`config.mk`:
```
export PLATFORM = sky130hd
export DESIGN_NAME = rom_image_loader
export DESIGN_NICKNAME = d
export VERILOG_FILES = /design/src/rtl/rom_image_loader.sv
export SDC_FILE = /design/constraint.sdc
export NUM_CORES = 1
export LEC_CHECK = 0
export CAP_MARGIN = 10
export CELL_PAD_IN_SITES_DETAIL_PLACEMENT = 0
export CELL_PAD_IN_SITES_GLOBAL_PLACEMENT = 1
export CORE_ASPECT_RATIO = 1.5
export CORE_MARGIN = 8
export CORE_UTILIZATION = 30
export DETAILED_ROUTE_END_ITERATION = 10
export DONT_BUFFER_PORTS = 1
export PLACE_DENSITY = 0.57
export SLEW_MARGIN = 20
export SYNTH_ARGS = -nofsm -noshare
export SYNTH_HDL_FRONTEND = slang
export SYNTH_SLANG_ARGS = --single-unit
export TNS_END_PERCENT = 100
```
`constraint.sdc`:
```
create_clock -name clock -period 3.7 [get_ports clock]
set_input_delay 0.74 -clock clock [delete_from_list [all_inputs] [get_ports clock]]
set_output_delay 0.74 -clock clock [all_outputs]
set_load 0.02 [all_outputs]
```
`src/rtl/rom_image_loader.sv`:
```
// rom_image_loader: writer side of the cartridge image RAM. It takes a byte stream
// over a valid/ready handshake and writes it sequentially from address 0 through
// a synchronous write port, then reports done or error. It runs at boot, before
// the bus read path is enabled.
//
// Optional feature: ROM_IMAGE_LOADER_CHECKSUM_EN. When defined, one trailer byte is
// accepted after the data and is not written. The load ends in DONE only if
// (sum of data bytes + trailer) mod 256 == 0; otherwise it ends in ERROR.
//
// Ports:
//   clock        single clock, posedge
//   reset        asynchronous, active-high
//   start        1-cycle load request; sampled only in IDLE/DONE/ERROR
//   length       bytes to load (0..SIZE), sampled with start
//   in_data      stream byte
//   in_valid     stream byte valid
//   in_ready     loader accepts a byte this cycle
//   mem_address  RAM write address
//   mem_data     RAM write data
//   mem_we       RAM write strobe, one cycle per byte
//   busy         load in progress
//   done         image loaded OK, held until next start
//   error        load failed, held until next start
module rom_image_loader #(
  parameter int unsigned ADDR_WIDTH = 14,
  parameter int unsigned DATA_WIDTH = 8
) (
  input  logic                  clock,
  input  logic                  reset,
  input  logic                  start,
  input  logic [ADDR_WIDTH:0]   length,
  input  logic [DATA_WIDTH-1:0] in_data,
  input  logic                  in_valid,
  output logic                  in_ready,
  output logic [ADDR_WIDTH-1:0] mem_address,
  output logic [DATA_WIDTH-1:0] mem_data,
  output logic                  mem_we,
  output logic                  busy,
  output logic                  done,
  output logic                  error
);

  localparam int unsigned CNT_W = ADDR_WIDTH + 1;
  localparam logic [CNT_W-1:0] SIZE = CNT_W'(1) << ADDR_WIDTH;

  typedef enum logic [2:0] {
    S_IDLE,
    S_LOAD,
    S_CHECK,
    S_DONE,
    S_ERROR
  } state_t;

  state_t                state_q, state_d;
  logic [CNT_W-1:0]      count_q, count_d;
  logic [CNT_W-1:0]      len_q, len_d;
  logic [ADDR_WIDTH-1:0] mem_addr_q, mem_addr_d;
  logic [DATA_WIDTH-1:0] mem_data_q, mem_data_d;
  logic                  mem_we_q, mem_we_d;
  logic                  in_ready_q, in_ready_d;
  logic                  busy_q, busy_d;
  logic                  done_q, done_d;
  logic                  error_q, error_d;
  logic                  accept;
`ifdef ROM_IMAGE_LOADER_CHECKSUM_EN
  logic [7:0]            sum_q, sum_d;
`endif

  // Next-state, counter, write-port and status logic.
  always_comb begin
    state_d    = state_q;
    count_d    = count_q;
    len_d      = len_q;
    mem_addr_d = mem_addr_q;
    mem_data_d = mem_data_q;
    mem_we_d   = 1'b0;
`ifdef ROM_IMAGE_LOADER_CHECKSUM_EN
    sum_d      = sum_q;
`endif
    // in_ready is registered and mirrors the state, so the handshake uses it directly.
    accept     = in_valid & in_ready_q;

    case (state_q)
      S_IDLE, S_DONE, S_ERROR: begin
        if (start) begin
          count_d = '0;
          len_d   = length;
`ifdef ROM_IMAGE_LOADER_CHECKSUM_EN
          sum_d   = 8'(0);
`endif
          if (length > SIZE) begin
            state_d = S_ERROR;
          end else if (length == '0) begin
`ifdef ROM_IMAGE_LOADER_CHECKSUM_EN
            state_d = S_CHECK;
`else
            state_d = S_DONE;
`endif
          end else begin
            state_d = S_LOAD;
          end
        end
      end
      S_LOAD: begin
        if (accept) begin
          mem_we_d   = 1'b1;
          mem_addr_d = count_q[ADDR_WIDTH-1:0];
          mem_data_d = in_data;
          count_d    = count_q + CNT_W'(1);
`ifdef ROM_IMAGE_LOADER_CHECKSUM_EN
          sum_d      = sum_q + 8'(in_data);
`endif
          // The final write lands in the cycle the next state becomes visible.
          if (count_d == len_q) begin
`ifdef ROM_IMAGE_LOADER_CHECKSUM_EN
            state_d = S_CHECK;
`else
            state_d = S_DONE;
`endif
          end
        end
      end
`ifdef ROM_IMAGE_LOADER_CHECKSUM_EN
      S_CHECK: begin
        // The trailer byte is consumed but never written to RAM.
        if (accept) begin
          state_d = (8'(sum_q + 8'(in_data)) == 8'(0)) ? S_DONE : S_ERROR;
        end
      end
`endif
      default: state_d = S_IDLE;
    endcase

    busy_d     = (state_d == S_LOAD) || (state_d == S_CHECK);
    in_ready_d = (state_d == S_CHECK) || ((state_d == S_LOAD) && (count_d < len_d));
    done_d     = (state_d == S_DONE);
    error_d    = (state_d == S_ERROR);
  end

  // State and output registers; reset aborts a load immediately.
  always_ff @(posedge clock or posedge reset) begin
    if (reset) begin
      state_q    <= S_IDLE;
      count_q    <= '0;
      len_q      <= '0;
      mem_addr_q <= '0;
      mem_data_q <= '0;
      mem_we_q   <= 1'b0;
      in_ready_q <= 1'b0;
      busy_q     <= 1'b0;
      done_q     <= 1'b0;
      error_q    <= 1'b0;
`ifdef ROM_IMAGE_LOADER_CHECKSUM_EN
      sum_q      <= 8'(0);
`endif
    end else begin
      state_q    <= state_d;
      count_q    <= count_d;
      len_q      <= len_d;
      mem_addr_q <= mem_addr_d;
      mem_data_q <= mem_data_d;
      mem_we_q   <= mem_we_d;
      in_ready_q <= in_ready_d;
      busy_q     <= busy_d;
      done_q     <= done_d;
      error_q    <= error_d;
`ifdef ROM_IMAGE_LOADER_CHECKSUM_EN
      sum_q      <= sum_d;
`endif
    end
  end

  assign in_ready    = in_ready_q;
  assign mem_address = mem_addr_q;
  assign mem_data    = mem_data_q;
  assign mem_we      = mem_we_q;
  assign busy        = busy_q;
  assign done        = done_q;
  assign error       = error_q;

endmodule
```
---- After elaboration in Yosys (flattened, before gate mapping) ----
Cells that the tools add are included.
storage, ports and cells
  output and inout port bits .............. 27
  register bits after elaboration ......... 60
  input port bits ......................... 27
  word-level logic and storage cells ...... 42
operators by class
  muxes and demuxes ....................... 13
  add/subtract/negate cells ............... 1
  equal/unequal tests ..................... 8
  bitwise logic cells ..................... 1
  order comparisons ....................... 2
  reductions and logical operators ........ 7
operators with widths
  operator               number
  $mux 15                4
  $pmux 15 s2            1
  $add 15x1->15 const B  1
  $eq 15x15->1           1
  $gt 15x15->1 const B   1
  $logic_not 15->1       1
  $lt 15x15->1           1
  $mux 3                 4
  $eq 3x2->1 const B     3
  $eq 3x1->1 const B     2
  $eq 3x3->1 const B     2
  $pmux 3 s2             1
  $logic_not 3->1        1
  $reduce_or 3->1        1
  $logic_or 1x1->1       2
  $mux 1                 2
  $mux 2                 1
  $reduce_and 2->1       1
  $and 1x1->1            1
  $logic_and 1x1->1      1

---- Depth between registers and ports, before layout ----
Gate-level depths: netlist of run 1.
  depth in word-level cells ............... 8
  depth in mapped cells ................... 15
  gate-level depth less buffers ........... 13

---- Worst setup path before layout of run 1 ----
No wires, ideal clock.
  kind .................................... input to register
  from .................................... input port start
  to ...................................... register in_ready_q (netlist: in_ready)
  path buffers ............................ 2
  data arrival time ....................... 2781 ps
  setup time .............................. 77 ps
  required time ........................... 3623 ps
  path slack .............................. 841 ps
  stages .................................. 14
  path through ............................ clkbuf_1 nand2_1 o21ai_0 a21oi_1 clkbuf_1 o21ai_0 o31ai_1 ha_1 a21o_1 a21oi_1 o221ai_1 a221oi_1 nand4_1 a21oi_1
on the way
  word-level cells in the longest chain between the ends .. 5
  elaborated cells on any way between the ends .. 11
  classes of those cells .................. 1 x order compare; 2 x eq/ne; 6 x mux; 2 x reduce/logical
RTL lines
  element                 RTL line  text
  start: declaration      30        input logic start,
  $mux 15                 85        if (start) begin
  $pmux 15 s2             83        case (state_q)
  via count_d[10]         55        logic [CNT_W-1:0] count_q, count_d;
  $lt 15x15->1            135       in_ready_d = (state_d == S_CHECK) || ((state_d == S_LOAD) && (count_d < len_d));
  $logic_and 1x1->1       135
  $logic_or 1x1->1        135
  via in_ready_d          60        logic in_ready_q, in_ready_d;
  end signal: assignment  163       in_ready_q <= in_ready_d;
  end: declaration        60
The timed path passes the listed nets, and every way through them passes these cells.
A chain may end at the register's enable or synchronous reset.

---- Worst setup path in the final report of run 1 ----
  from .................................... register count_q[0]
  to ...................................... register in_ready_q (netlist: in_ready)
on the way
  elaborated cells on any way between the ends .. 13
  classes of those cells .................. 1 x add/sub; 1 x order compare; 3 x eq/ne; 6 x mux; 2 x reduce/logical
RTL lines
  element                   RTL line  text
  start: declaration        55
  start signal: assignment  158       count_q <= count_d;
  $add 15x1->15             109       count_d = count_q + CNT_W'(1);
  $mux 15                   105       if (accept) begin
  $pmux 15 s2               83
  via count_d[12]           55
  $lt 15x15->1              135
  $logic_and 1x1->1         135
  $logic_or 1x1->1          135
  via in_ready_d            60
The timed path passes the listed nets, and every way through them passes these cells.

==> results of run 1 <==
[state kept, by name, summed over array words and instances (netlist names)]
register	cells
busy	1
count_q	15
done	1
error	1
in_ready	1
len_q	15
mem_address	14
mem_data	8
mem_we	1
state_q	3
[cell usage after synthesis, types with 2 or more instances]
library cell / instances
mux2i_1: 14
nor4_1: 6
nand3_1: 6
dfrtp_1: 60
buf_2: 4
nor2b_1: 4
o31ai_1: 6
a21o_1: 3
nor2_1: 13
o21ai_0: 25
nor4_4: 2
inv_1: 23
and4_1: 2
a21oi_1: 13
a211o_1: 3
xnor2_1: 13
o21a_1: 2
and4_2: 2
nand2_1: 88
and2_1: 2
a21bo_1: 2
a22o_1: 2
a211oi_1: 3
buf_4: 7
nand4_1: 6
clkbuf_1: 6
clkbuf_2: 2
nand2b_1: 9
o211ai_1: 2
or3_1: 3
a221o_1: 2
o2111ai_1: 2
buf_1: 2
mux2_2: 4
ha_1: 15
xor2_1: 5
a31oi_1: 3
o41ai_1: 2
[layer usage]
metal  up-vias  track usage (%)
li1       1377                -
met1      1394             14.5
met4         0             8.69
met5         -                0
met2        75             23.3
met3        22             4.24
[through the flow]
| step | instances | power [mW] | setup WS (ns) | hold slack [ns] |
|---|---|---|---|---|
| 6_report | 549 | 2.46 | 0.278 | 0.359 |
| 5_1_grt | 549 | 2.63 | 0.00354 | 0.380 |
| 4_1_cts | 549 | 2.50 | 0.210 | 0.374 |
| 3_5_place_dp | 535 | 1.66 | 0.228 | 0.536 |
| 3_3_place_gp | 535 | 1.65 | 0.285 | 0.531 |
| 2_1_floorplan | 395 | 1.47 | 0.841 | 0.496 |
[critical path, cell delays in order (launching register included)]
cell and delay [ns]:
dfrtp_1 0.56, ha_2 0.33, and4_1 0.38, nand4_2 0.30
nor2b_1 0.23, o21ai_0 0.14, o31ai_1 0.12, ha_1 0.32
nand4_1 0.14, a211oi_1 0.37, o2111ai_1 0.23, nand4_1 0.14
a21oi_1 0.04
[power by group through the flow]
stage,logic [mW],registers (mW),clock network (mW)
final,0.672,0.965,0.821
after CTS,0.679,0.968,0.851
after global routing,0.771,0.986,0.874
after floorplan,0.558,0.909,0
after global placement,0.673,0.978,0
after detailed placement,0.677,0.980,0
[final timing paths]
path / start / endpoint / slack [ns]
worst max register to register: count_q[0] / in_ready / 0.28
max in group asynchronous: reset / mem_data[7] / 3.05
worst max-delay path: count_q[0] / in_ready / 0.28
worst min-delay path: reset / count_q[4] / 0.36
min in group clock: in_data[7] / mem_data[7] / 0.52
worst min register to register: len_q[14] / len_q[14] / 0.55
[logic make-up after synthesis]
kind of cell | count (synthesis) | share of synthesized area (%)
DFF | 60 | 41.5
xor gates and xnor gates | 18 | 4.35
muxes | 18 | 5.11
AOI/OAI and AO/OA | 82 | 15.2
and+or+nand+nor | 156 | 22.8
buffers and inverters | 46 | 5.91
adders and majority gates | 15 | 5.18
[cell type report]
cell class | instances | area, um2
clock buffers | 12 | 256
clock inverters | 2 | 35.0
fillers | 1265 | 7820
inverters | 24 | 90.1
multi-input cells | 289 | 1910
flip-flops and latches | 60 | 1500
well taps | 153 | 191
repair buffers | 9 | 92.6
==> metrics, run 1 <==
GR Overflow Total=0; status=finished, final reports clean; drt pass-1 iters=4; die height=151 um; RSZ-0062 raised after global routing=no; Mapped Nets=437; sequential fraction of the synthesis area=41.5%; worst reg-to-reg path cell count=12; Post-synth ARST share=100%; global placement routability congestion=0.836; CTS resizes=0; die area=15,900 um2; most common cell after layout, fill and taps aside=nand2_1; Routed Antenna Nets=0; Slew Limit Fails=0; Initial Util=30.5%; fraction of layout cells with a size suffix above 1=10.4%; Post-synth EDFFs=0; crit start category=flop; CTS tree=yes; Via-to-Cell Ratio=5.22; final instance area=4080 um2; PortBufs=0; number of remaining DRC errors=0; pwr dens=603 nW/um2; global-route usage over all layers=13.7%; vias in the first global route=3,005; post-synth cell types=65; synthesized area per cell=9.17 um2; # clock sinks=60; final setup skew=0.00879 ns; cells after synthesis=395; Synth Flop Type=dfrtp_1; highest routed layer=met4; M1 wire length=3.95 mm; DR vias=2,868; Ant. Diodes=0; peak supply drop=0.000197 V; area delta synth->final=12.5%; Crit. End Element=flop; Gate power share=27.3%; switch share=34.0%; DP Wirelength=8.01 mm; Finish-stage setup viols=0; Synth area leaders=dfrtp_1 41%, nand2_1 9.1%, ha_1 5.2%; P_leak=2.00 nW; core area=11,900 um2; clock latency on the worst-skew pair=0.32 ns; clock slew at reported path FFs=0.05 ns; Final Net Count=435; # rows=49; hold crit path type=primary input to async pin; Fmax=0.292 GHz; max cap viols=0; sequential share of power=39.3%; H-Tree Level Count=3; fin crit share=92.5%; pin count of the biggest net entering global routing=61; initial antenna violation count=0; Yosys top cell by area=dfrtp_1; final hold violations=0; met3 routed WL=671 um; Die W=106 um; DRT iter0 DRCs=134; clock buffer count from CTS=9; met2 routed WL=5.26 mm; FF+latch count, synth=60; clock share of power=33.4%; worst-case clock buffer depth=2; critical path peak fanout=10; post-route minimum period=3.42 ns; Worst Path Arrival=3.63 ns; WL per Instance=18.8 um; most frequent cells in the layout=88 x nand2_1, 60 x dfrtp_1, 25 x o21ai_0; I/O pin count=54; Syn. warnings=0; critical path class=flop to flop; CP required=3.91 ns; Net Switching=0.835 mW; Setup TNS=0 ns; Int Pwr=1.62 mW; Core Util, Final=34.3%; dpl cell area=3780 um2; Slew @ Worst Pin=0.666 ns; Worst slew margin=55.2%; mapped cell area=3620 um2; postcts setup bufs=0; hold_buf cts=0; Clock Root Buffer=clkbuf_16; top cell type's share of synthesized area=41.5%; global-route wire length before repair=16.8 mm; WL final=10.3 mm
(Power assumes the default switching activity.)
==> inputs of run 2 (changes only) <==
--- a/config.mk
+++ b/config.mk
@@ -18,4 +18,4 @@
 export SYNTH_ARGS = -nofsm -noshare
 export SYNTH_HDL_FRONTEND = slang
 export SYNTH_SLANG_ARGS = --single-unit
-export TNS_END_PERCENT = 100
+export TNS_END_PERCENT = 10
==> results of run 2 <==
Final layout, timing and power as in run 1 (identical DEF).
==> inputs of run 3 (changes only) <==
--- a/config.mk
+++ b/config.mk
@@ -5,7 +5,6 @@
 export SDC_FILE = /design/constraint.sdc
 export NUM_CORES = 1
 export LEC_CHECK = 0
-export CAP_MARGIN = 10
 export CELL_PAD_IN_SITES_DETAIL_PLACEMENT = 0
 export CELL_PAD_IN_SITES_GLOBAL_PLACEMENT = 1
 export CORE_ASPECT_RATIO = 1.5
==> results of run 3 <==
Final layout, timing and power as in run 1 (identical DEF).
